`config.mk`:
```
export PLATFORM = sky130hd
export DESIGN_NAME = alu_issue_ctrl_flat
export DESIGN_NICKNAME = d
export VERILOG_FILES = /design/src/rtl/alu_pkg.sv /design/src/rtl/alu_issue_ctrl_if.sv /design/src/rtl/alu_issue_decode.sv /design/src/rtl/alu_issue_ctrl.sv /design/src/flat_wrapper.sv
export SDC_FILE = /design/constraint.sdc
export NUM_CORES = 1
export LEC_CHECK = 0
export ABC_AREA = 1
export CORE_ASPECT_RATIO = 1.4
export CORE_MARGIN = 5
export CORE_UTILIZATION = 50
export CTS_BUF_LIST = sky130_fd_sc_hd__clkbuf_16
export DETAILED_ROUTE_END_ITERATION = 16
export HOLD_SLACK_MARGIN = 0.02
export PLACE_DENSITY_LB_ADDON = 0.25
export SYNTH_ARGS = -nofsm -noshare
export SYNTH_HDL_FRONTEND = slang
export SYNTH_HIERARCHICAL = 1
export SYNTH_SLANG_ARGS = --single-unit
```
`constraint.sdc`:
```
create_clock -name clk -period 2.25 [get_ports clk]
set_input_delay 0.3375 -clock clk [delete_from_list [all_inputs] [get_ports clk]]
set_output_delay 0.3375 -clock clk [all_outputs]
set_load 0.02 [all_outputs]
```
`src/rtl/alu_pkg.sv`:
```
// rtl/alu_pkg.sv - shared ALU function codes, MIPS encodings and controller types
package alu_pkg;

    localparam logic [1:0] GRP_ADD   = 2'b00;
    localparam logic [1:0] GRP_LOGIC = 2'b01;
    localparam logic [1:0] GRP_SHIFT = 2'b10;
    localparam logic [1:0] GRP_CMP   = 2'b11;

    localparam logic [3:0] OP_ADD = 4'b0000;
    localparam logic [3:0] OP_SUB = 4'b0001;
    localparam logic [3:0] OP_AND = 4'b1000;
    localparam logic [3:0] OP_OR  = 4'b1110;
    localparam logic [3:0] OP_XOR = 4'b0110;
    localparam logic [3:0] OP_NOR = 4'b0001;
    localparam logic [3:0] OP_SLL = 4'b0000;
    localparam logic [3:0] OP_SRL = 4'b0001;
    localparam logic [3:0] OP_SRA = 4'b0011;
    // compare ops always carry the subtract bit in [0]
    localparam logic [3:0] OP_EQ  = 4'b0011;
    localparam logic [3:0] OP_NEQ = 4'b0001;
    localparam logic [3:0] OP_LT  = 4'b0101;

    localparam logic [1:0] SRC_RT    = 2'd0;
    localparam logic [1:0] SRC_SIMM  = 2'd1;
    localparam logic [1:0] SRC_ZIMM  = 2'd2;
    localparam logic [1:0] SRC_SHAMT = 2'd3;

    localparam logic [5:0] OPC_RTYPE = 6'b000000;
    localparam logic [5:0] OPC_ADDI  = 6'b001000;
    localparam logic [5:0] OPC_ADDIU = 6'b001001;
    localparam logic [5:0] OPC_SLTI  = 6'b001010;
    localparam logic [5:0] OPC_ANDI  = 6'b001100;
    localparam logic [5:0] OPC_ORI   = 6'b001101;
    localparam logic [5:0] OPC_LW    = 6'b100011;
    localparam logic [5:0] OPC_SW    = 6'b101011;
    localparam logic [5:0] OPC_BEQ   = 6'b000100;
    localparam logic [5:0] OPC_BNE   = 6'b000101;

    localparam logic [5:0] FN_SLL  = 6'b000000;
    localparam logic [5:0] FN_SRL  = 6'b000010;
    localparam logic [5:0] FN_SRA  = 6'b000011;
    localparam logic [5:0] FN_ADD  = 6'b100000;
    localparam logic [5:0] FN_ADDU = 6'b100001;
    localparam logic [5:0] FN_SUB  = 6'b100010;
    localparam logic [5:0] FN_SUBU = 6'b100011;
    localparam logic [5:0] FN_AND  = 6'b100100;
    localparam logic [5:0] FN_OR   = 6'b100101;
    localparam logic [5:0] FN_XOR  = 6'b100110;
    localparam logic [5:0] FN_NOR  = 6'b100111;
    localparam logic [5:0] FN_SLT  = 6'b101010;
    localparam logic [5:0] FN_SLTU = 6'b101011;

    typedef enum logic [2:0] {FETCH, DECODE, EXEC, MEM, WB, PCUPD} state_t;
    typedef enum logic [1:0] {C_ALU, C_LOAD, C_STORE, C_BRANCH} iclass_t;

    typedef struct packed {
        logic [5:0] fun;
        logic       sign;
        logic [1:0] src_b;
        logic       reg_dst;
        iclass_t    iclass;
        logic       illegal;
    } dec_t;

    function automatic logic [5:0] mk_fun(input logic [1:0] grp, input logic [3:0] op);
        return {grp, op};
    endfunction

endpackage

```
`src/rtl/alu_issue_ctrl_if.sv`:
```
// rtl/alu_issue_ctrl_if.sv - fetch/memory inputs and ALU/datapath controls of the issue controller
interface alu_issue_ctrl_if;
    logic        instr_valid;
    logic [31:0] instr;
    logic        mem_ready;
    logic        alu_flag;
    logic [5:0]  ALUFun;
    logic        Sign;
    logic [1:0]  alu_src_b;
    logic        ir_write;
    logic        reg_write;
    logic        mem_read;
    logic        mem_write;
    logic        pc_write;
    logic        pc_branch;
    logic        reg_dst;
    logic        mem_to_reg;
    logic        illegal;
    logic        bus_err;
    logic        busy;

    modport master (
        input  instr_valid, instr, mem_ready, alu_flag,
        output ALUFun, Sign, alu_src_b, ir_write, reg_write, mem_read, mem_write,
               pc_write, pc_branch, reg_dst, mem_to_reg, illegal, bus_err, busy
    );

    modport slave (
        output instr_valid, instr, mem_ready, alu_flag,
        input  ALUFun, Sign, alu_src_b, ir_write, reg_write, mem_read, mem_write,
               pc_write, pc_branch, reg_dst, mem_to_reg, illegal, bus_err, busy
    );
endinterface

```
`src/rtl/alu_issue_decode.sv`:
```
// rtl/alu_issue_decode.sv - combinational opcode/funct to ALU control decode
module alu_issue_decode
    import alu_pkg::*;
(
    input  logic [5:0] opcode,
    input  logic [5:0] funct,
    output dec_t       dec
);

    always_comb begin
        dec.fun     = mk_fun(GRP_ADD, OP_ADD);
        dec.sign    = 1'b0;
        dec.src_b   = SRC_RT;
        dec.reg_dst = 1'b0;
        dec.iclass  = C_ALU;
        dec.illegal = 1'b0;
        if (opcode == OPC_RTYPE) begin
            dec.reg_dst = 1'b1;
            case (funct)
                FN_ADD:  dec.sign = 1'b1;
                FN_ADDU: dec.sign = 1'b0;
                FN_SUB:  begin dec.fun = mk_fun(GRP_ADD, OP_SUB); dec.sign = 1'b1; end
                FN_SUBU: dec.fun = mk_fun(GRP_ADD, OP_SUB);
                FN_AND:  dec.fun = mk_fun(GRP_LOGIC, OP_AND);
                FN_OR:   dec.fun = mk_fun(GRP_LOGIC, OP_OR);
                FN_XOR:  dec.fun = mk_fun(GRP_LOGIC, OP_XOR);
                FN_NOR:  dec.fun = mk_fun(GRP_LOGIC, OP_NOR);
                FN_SLT:  begin dec.fun = mk_fun(GRP_CMP, OP_LT); dec.sign = 1'b1; end
                FN_SLTU: dec.fun = mk_fun(GRP_CMP, OP_LT);
                FN_SLL:  begin dec.fun = mk_fun(GRP_SHIFT, OP_SLL); dec.src_b = SRC_SHAMT; end
                FN_SRL:  begin dec.fun = mk_fun(GRP_SHIFT, OP_SRL); dec.src_b = SRC_SHAMT; end
                FN_SRA:  begin dec.fun = mk_fun(GRP_SHIFT, OP_SRA); dec.src_b = SRC_SHAMT; end
                default: dec.illegal = 1'b1;
            endcase
        end else begin
            case (opcode)
                OPC_ADDI:  begin dec.sign = 1'b1; dec.src_b = SRC_SIMM; end
                OPC_ADDIU: dec.src_b = SRC_SIMM;
                OPC_ANDI:  begin dec.fun = mk_fun(GRP_LOGIC, OP_AND); dec.src_b = SRC_ZIMM; end
                OPC_ORI:   begin dec.fun = mk_fun(GRP_LOGIC, OP_OR); dec.src_b = SRC_ZIMM; end
                OPC_SLTI:  begin dec.fun = mk_fun(GRP_CMP, OP_LT); dec.sign = 1'b1; dec.src_b = SRC_SIMM; end
                OPC_LW:    begin dec.sign = 1'b1; dec.src_b = SRC_SIMM; dec.iclass = C_LOAD; end
                OPC_SW:    begin dec.sign = 1'b1; dec.src_b = SRC_SIMM; dec.iclass = C_STORE; end
                OPC_BEQ:   begin dec.fun = mk_fun(GRP_CMP, OP_EQ); dec.sign = 1'b1; dec.iclass = C_BRANCH; end
                OPC_BNE:   begin dec.fun = mk_fun(GRP_CMP, OP_NEQ); dec.sign = 1'b1; dec.iclass = C_BRANCH; end
                default:   dec.illegal = 1'b1;
            endcase
        end
    end

endmodule

```
`src/rtl/alu_issue_ctrl.sv`:
```
// rtl/alu_issue_ctrl.sv - multicycle issue FSM driving ALUFun/Sign and datapath strobes
module alu_issue_ctrl
    import alu_pkg::*;
#(
    parameter int ALU_LAT     = 3,
    parameter int MEM_TIMEOUT = 15
) (
    input logic              clk,
    input logic              reset,
    alu_issue_ctrl_if.master bus
);

    localparam int TW = $clog2(MEM_TIMEOUT + 1);

    state_t        state;
    iclass_t       iclass;
    logic [5:0]    ir_op;
    logic [5:0]    ir_fn;
    logic [2:0]    exec_cnt;
    logic [TW-1:0] mem_cnt;
    dec_t          dec;
    logic          unused_instr_bits;

    // only opcode and funct steer control; register fields belong to the datapath
    assign unused_instr_bits = ^bus.instr[25:6];

    alu_issue_decode u_decode (
        .opcode (ir_op),
        .funct  (ir_fn),
        .dec    (dec)
    );

    always_ff @(posedge clk or negedge reset) begin
        if (!reset) begin
            state          <= FETCH;
            iclass         <= C_ALU;
            ir_op          <= '0;
            ir_fn          <= '0;
            exec_cnt       <= '0;
            mem_cnt        <= '0;
            bus.ALUFun     <= '0;
            bus.Sign       <= 1'b0;
            bus.alu_src_b  <= '0;
            bus.reg_dst    <= 1'b0;
            bus.ir_write   <= 1'b0;
            bus.reg_write  <= 1'b0;
            bus.mem_read   <= 1'b0;
            bus.mem_write  <= 1'b0;
            bus.pc_write   <= 1'b0;
            bus.pc_branch  <= 1'b0;
            bus.mem_to_reg <= 1'b0;
            bus.illegal    <= 1'b0;
            bus.bus_err    <= 1'b0;
            bus.busy       <= 1'b0;
        end else begin
            bus.ir_write   <= 1'b0;
            bus.reg_write  <= 1'b0;
            bus.pc_write   <= 1'b0;
            bus.pc_branch  <= 1'b0;
            bus.mem_to_reg <= 1'b0;
            bus.illegal    <= 1'b0;
            bus.bus_err    <= 1'b0;
            case (state)
                FETCH: if (bus.instr_valid) begin
                    ir_op        <= bus.instr[31:26];
                    ir_fn        <= bus.instr[5:0];
                    bus.ir_write <= 1'b1;
                    bus.busy     <= 1'b1;
                    state        <= DECODE;
                end
                DECODE: if (dec.illegal) begin
                    bus.illegal <= 1'b1;
                    bus.busy    <= 1'b0;
                    state       <= FETCH;
                end else begin
                    bus.ALUFun    <= dec.fun;
                    bus.Sign      <= dec.sign;
                    bus.alu_src_b <= dec.src_b;
                    bus.reg_dst   <= dec.reg_dst;
                    iclass        <= dec.iclass;
                    exec_cnt      <= 3'(ALU_LAT - 1);
                    state         <= EXEC;
                end
                EXEC: if (exec_cnt == '0) begin
                    mem_cnt <= '0;
                    case (iclass)
                        C_LOAD:   begin bus.mem_read <= 1'b1; state <= MEM; end
                        C_STORE:  begin bus.mem_write <= 1'b1; state <= MEM; end
                        // alu_flag on the last EXEC cycle is the branch outcome
                        C_BRANCH: begin bus.pc_write <= 1'b1; bus.pc_branch <= bus.alu_flag; state <= PCUPD; end
                        default:  begin bus.reg_write <= 1'b1; state <= WB; end
                    endcase
                end else begin
                    exec_cnt <= exec_cnt - 1'b1;
                end
                MEM: if (bus.mem_ready) begin
                    bus.mem_read  <= 1'b0;
                    bus.mem_write <= 1'b0;
                    if (iclass == C_LOAD) begin
                        bus.reg_write  <= 1'b1;
                        bus.mem_to_reg <= 1'b1;
                        state          <= WB;
                    end else begin
                        bus.pc_write <= 1'b1;
                        state        <= PCUPD;
                    end
                end else if (mem_cnt == TW'(MEM_TIMEOUT - 1)) begin
                    bus.mem_read  <= 1'b0;
                    bus.mem_write <= 1'b0;
                    bus.bus_err   <= 1'b1;
                    bus.busy      <= 1'b0;
                    state         <= FETCH;
                end else begin
                    mem_cnt <= mem_cnt + 1'b1;
                end
                WB: begin
                    bus.pc_write <= 1'b1;
                    state        <= PCUPD;
                end
                PCUPD: begin
                    bus.busy <= 1'b0;
                    state    <= FETCH;
                end
                default: state <= FETCH;
            endcase
        end
    end

endmodule

```
`src/flat_wrapper.sv`:
```
// flat-port wrapper written by rule: the top's interface ports become plain ports
module alu_issue_ctrl_flat import alu_pkg::*;
#(
    parameter int ALU_LAT     = 3,
    parameter int MEM_TIMEOUT = 15
)
  (clk, reset, bus_instr_valid, bus_instr, bus_mem_ready, bus_alu_flag, bus_ALUFun, bus_Sign, bus_alu_src_b, bus_ir_write, bus_reg_write, bus_mem_read, bus_mem_write, bus_pc_write, bus_pc_branch, bus_reg_dst, bus_mem_to_reg, bus_illegal, bus_bus_err, bus_busy);
  alu_issue_ctrl_if bus_i ();
  input logic clk;
  input logic reset;
  input wire logic [$bits(bus_i.instr_valid)-1:0] bus_instr_valid;
  input wire logic [$bits(bus_i.instr)-1:0] bus_instr;
  input wire logic [$bits(bus_i.mem_ready)-1:0] bus_mem_ready;
  input wire logic [$bits(bus_i.alu_flag)-1:0] bus_alu_flag;
  output wire logic [$bits(bus_i.ALUFun)-1:0] bus_ALUFun;
  output wire logic [$bits(bus_i.Sign)-1:0] bus_Sign;
  output wire logic [$bits(bus_i.alu_src_b)-1:0] bus_alu_src_b;
  output wire logic [$bits(bus_i.ir_write)-1:0] bus_ir_write;
  output wire logic [$bits(bus_i.reg_write)-1:0] bus_reg_write;
  output wire logic [$bits(bus_i.mem_read)-1:0] bus_mem_read;
  output wire logic [$bits(bus_i.mem_write)-1:0] bus_mem_write;
  output wire logic [$bits(bus_i.pc_write)-1:0] bus_pc_write;
  output wire logic [$bits(bus_i.pc_branch)-1:0] bus_pc_branch;
  output wire logic [$bits(bus_i.reg_dst)-1:0] bus_reg_dst;
  output wire logic [$bits(bus_i.mem_to_reg)-1:0] bus_mem_to_reg;
  output wire logic [$bits(bus_i.illegal)-1:0] bus_illegal;
  output wire logic [$bits(bus_i.bus_err)-1:0] bus_bus_err;
  output wire logic [$bits(bus_i.busy)-1:0] bus_busy;
  assign bus_i.instr_valid = bus_instr_valid;
  assign bus_i.instr = bus_instr;
  assign bus_i.mem_ready = bus_mem_ready;
  assign bus_i.alu_flag = bus_alu_flag;
  assign bus_ALUFun = bus_i.ALUFun;
  assign bus_Sign = bus_i.Sign;
  assign bus_alu_src_b = bus_i.alu_src_b;
  assign bus_ir_write = bus_i.ir_write;
  assign bus_reg_write = bus_i.reg_write;
  assign bus_mem_read = bus_i.mem_read;
  assign bus_mem_write = bus_i.mem_write;
  assign bus_pc_write = bus_i.pc_write;
  assign bus_pc_branch = bus_i.pc_branch;
  assign bus_reg_dst = bus_i.reg_dst;
  assign bus_mem_to_reg = bus_i.mem_to_reg;
  assign bus_illegal = bus_i.illegal;
  assign bus_bus_err = bus_i.bus_err;
  assign bus_busy = bus_i.busy;
  alu_issue_ctrl #(.ALU_LAT(ALU_LAT), .MEM_TIMEOUT(MEM_TIMEOUT)) u_core (.clk(clk), .reset(reset), .bus(bus_i));
endmodule
```
* Yosys cells after proc, flatten, opt, wreduce, memory -nomap -nowiden
Cells that the tools add are included.
** Cells by class
- $add $sub $neg :: 2
- Equal/unequal tests :: 41
- Mux-type cells :: 61
- Bitwise logic cells :: 1
- Reduce and logical (&&, ||, !) cells :: 27
** Operators with widths (number)
- 6-bit == test, second input constant :: 12
- 6-bit one-hot mux with 9 select lines :: 1
- 1-bit two-way mux :: 35
- 6-bit by 4-bit == test with 1-bit output, second input constant :: 5
- 6-bit one-hot mux with 5 select lines :: 1
- 3-bit two-way mux :: 6
- 3-bit one-hot mux with 5 select lines :: 1
- 13-bit OR reduction :: 1
- 6-bit by 2-bit == test with 1-bit output, second input constant :: 2
- 6-bit by 3-bit == test with 1-bit output, second input constant :: 2
- 6-bit logical NOT :: 2
- 4-bit two-way mux :: 3
- 3-bit one-hot mux with 2 select lines :: 2
- 4-bit AND reduction :: 3
- 2-bit by 1-bit inequality test with 1-bit output, second input constant :: 5
- 2-bit inequality test, second input constant :: 5
- 2-bit OR reduction :: 5
- 9-bit two-way mux :: 1
- 3-bit OR reduction :: 3
- 9-bit OR reduction :: 1
- 4-bit one-hot mux with 2 select lines :: 1
- 3-bit by 2-bit == test with 1-bit output, second input constant :: 2
- 3-bit == test, second input constant :: 2
- 3-bit logical NOT :: 2
- 21 further kinds :: 29
** Storage, ports and cells
- Register bits after elaboration :: 44
- Bits of input ports :: 37
- Output and inout bits :: 20
- Logic and storage cells :: 152

* Longest topological paths before layout
- Word-level depth :: 6
- Mapped depth :: 13
- Gate-level depth less buffers :: 12

* Hierarchy
The synthesis kept the hierarchy.
** By module, submodules not included
- alu_issue_ctrl :: instances 1, cells each 232, area an instance 1974.4 µm², sequential area each 1101.1 µm²
- alu_issue_decode :: instances 1, cells each 93, area an instance 454.2 µm², sequential area each 0.0 µm²

* Least setup slack after synthesis
OpenSTA, ideal clock, no wires.
- Kind :: register -> register
- Start point :: reg u_core.ir_op[5]
- End point :: reg u_core.bus.ALUFun[4]
- Library setup time :: 0.116 ns
- Arrival :: 1.470 ns
- Data required time :: 2.134 ns
- Path slack :: 0.663 ns
- Cell stages (with the launch flop) :: 14
- Path buffers :: 1
- Clock period less this slack :: 1.587 ns
- Cell sequence :: dfrtp_1 nor2_8 inv_4 nor2_8 nand2_2 nor2_2 nand2_1 nand2_1 inv_1 nand3_2 inv_2 buf_6 nand2_1 nand2_1
** RTL lines
- start: declaration :: RTL line alu_issue_ctrl.sv:17 : logic [5:0] ir_op;
- start signal: assignment :: RTL line alu_issue_ctrl.sv:65 : ir_op <= bus.instr[31:26];
- end signal: assignment :: RTL line alu_issue_ctrl.sv:76 : bus.ALUFun <= dec.fun;
- end: declaration :: RTL line alu_issue_ctrl_if.sv:24 : output ALUFun, Sign, alu_src_b, ir_write, reg_write, mem_read, mem_write,

==> results_dict.tcl <==
set metrics [dict create \
    outcome "finished clean" \
    r2r_end "u_core/iclass[0]$_DFFE_PN0P_" \
    post-place-cells 424 \
    worst_slack_ps 244 \
    wl_per_cell_um 11.7 \
    power_leakage_nw 1.65 \
    relSlewSlack_pct 77.6 \
    antenna_found_initial 0 \
    viasPerCell 4.90 \
    top_regs "u_core/bus.ALUFun: 6 flops, u_core/ir_fn: 6 flops, u_core/ir_op: 6 flops" \
    final_cells 432 \
    synth_cells 325 \
    crit_start "u_core/ir_fn[5]$_DFFE_PN0P_" \
    syn_area_um2 2430 \
    hpwl_mm 4.03 \
    synth.distinct_cells 27 \
    maxCapViolations 0 \
    pin_count 57 \
    r2r_start "u_core/ir_fn[5]$_DFFE_PN0P_" \
    rsz0062_at_grt "yes" \
    htree_levels 2 \
    regArea_um2 1100 \
    use_met2_pct 33.2 \
    fin_crit_ps 2010 \
    regToRegSetupSlack_ps 240 \
    nNetsFinal 413 \
    dieArea_um2 6370 \
    first_pass_iters 4 \
    nFillCells 451 \
    initial_core_util_pct 50.9 \
    num_rows 30 \
    drc 0 \
    reg2reg_depth 12 \
    cts_setup_buffers 0 \
    die_w_um 68.9 \
    hold_viol 0 \
    grt_max_degree 18 \
    cp.required_ps 2440 \
    grtUsageTotal_pct 18.0 \
    pwr_density_cell_nw_per_um2 1300 \
    cp.arrival_ps 2200 \
    cts_tree "done" \
    tightest_slew_ps 336 \
    whs_ps 479 \
    synth_seq_area_share_pct 45.3 \
    mostFrequentLayoutCells "nand2_1, dfrtp_1, inv_1" \
    clockBufferDepth 2 \
    cts_sinks 44 \
    multi_input_area_um2 1140 \
    wirelength_mm 5.05 \
    cts-resized-gates 0 \
    drtIter0Drc 101 \
    crit_path_max_fanout 14 \
    areaGrowthSynthToFinish_pct 25.7 \
    use_met1_pct 17.2 \
    fin_skew_ps 4.59 \
    overflow 0 \
    ant_nets 0 \
    maxSlewViolCount 0 \
    cts-root-buf "clkbuf_16" \
    synth_area_per_cell_um2 7.47 \
    gr-usage-met3_pct 3.64 \
    synth_warnings 6 \
    worstSkewPairLatency_ps 280 \
    insertedDiodeCount 0 \
    layout-drive-gt1-share_pct 8.97 \
    die_h_um 92.5 \
    ir_worst_vdd_mv 0.666 \
    end_kind "flop" \
    totalNegativeSetupSlack_ps 0 \
    finalSetupViolCount 0 \
    max_freq_mhz 498 \
    pre_cts_ws_ps 246 \
    core-area_um2 4770 \
    vias 2117 \
    syn_nets 370 \
    worstSetupStartpointType "flop" \
    gp_congestion 0.914 \
    clk_pin_slew_ps 60 \
    ys_ff_latch 44 \
    portBuffers 36 \
    grt_pass1_vias 2157 \
    crit_type "flop to flop" \
    grt.busiest_layer "met2" \
    min_path_type "input port to asynchronous set/reset pin" \
    finalCritPeriodShare_pct 89.2 \
    final_common_cell "nand2_1" \
    cts_made_buffers 5 \
    grt_pass1_wl_mm 8.82 \
]
## stage by stage
step / utilization (%) / total power, mW / cell area [um^2]
after floorplan: - / 2.56 / 2430
after global placement: 59.9 / 3.01 / 2860
after detailed placement: 59.9 / 3.07 / 2860
after CTS: 64.0 / 4.00 / 3050
after global routing: 64.0 / 4.31 / 3050
final: 64.0 / 3.96 / 3050
## critical path, stage by stage, from the launching register on
cell and delay (ps):
dfrtp_1 370, inv_1 70, nor2_1 200, nand4_1 210
nand2_2 110, nor2_2 40, nand2_1 70, nand2_1 60
inv_1 90, nand3_2 260, inv_2 280, nand2_1 80
o21ai_0 80
## Yosys cell counts, drive strengths merged
| library cell | count | area [um^2] |
|---|---|---|
| nand3b | 2 | 15.0 |
| nand3 | 28 | 150 |
| buf | 4 | 28.8 |
| nor3b | 1 | 7.51 |
| nor4 | 1 | 6.26 |
| nand4 | 3 | 18.8 |
| a21oi | 7 | 35.0 |
| nor2 | 33 | 184 |
| o2111ai | 1 | 8.76 |
| or2 | 2 | 12.5 |
| inv | 42 | 160 |
| o21ai | 15 | 75.1 |
| xnor2 | 1 | 8.76 |
| nand2 | 132 | 508 |
| and2 | 1 | 8.76 |
| dfrtp | 44 | 1100 |
| ha | 8 | 100 |
## power breakdown
part           switching (mW)  internal, mW  total [mW]
clock network           0.271         0.629       0.900
logic                    1.08         0.643        1.73
registers               0.264          1.07        1.33
## cell families (layout without fill, tap and decap cells)
family | after synthesis | in the layout | share of synthesized area (%)
AND/OR/NAND/NOR | 203 | 203 | 37.5
flip-flops | 44 | 44 | 45.3
buffers and inverters | 46 | 89 | 7.78
AO/OA/AOI/OAI | 23 | 23 | 4.89
XOR/XNOR | 1 | 1 | 0.361
adder cells (fa/ha/maj) | 8 | 8 | 4.12
## worst max path at each step
stage,to,cells past startpoint
6_report,u_core/iclass[0]$_DFFE_PN0P_,12
5_1_grt,u_core/iclass[0]$_DFFE_PN0P_,12
4_1_cts,u_core/iclass[0]$_DFFE_PN0P_,12
3_5_place_dp,u_core/exec_cnt[0]$_DFFE_PN0P_,12
3_3_place_gp,u_core/iclass[0]$_DFFE_PN0P_,10
2_1_floorplan,u_core/bus.ALUFun[4]$_DFFE_PN0P_,13
## layer usage
metal	vias up	part of all wire, %
met4	0	4.3
met3	19	3.7
met1	950	37
li1	1095	-
met5	-	0
met2	53	55
## layout make-up
type	instances	share of cell area, %
Inverter	42	5.25
Multi-Input combinational cell	235	37.3
Tap cell	64	2.62
Clock buffer	5	4.10
Clock inverter	2	1.97
Timing Repair Buffer	40	12.7
Sequential cell	44	36.1
## timing repair
item,CTS,global route
setup endpoints to repair,0,2
hold buffers,1,0
hold endpoints to repair,13,0
Power figures use the tool's default switching activity.
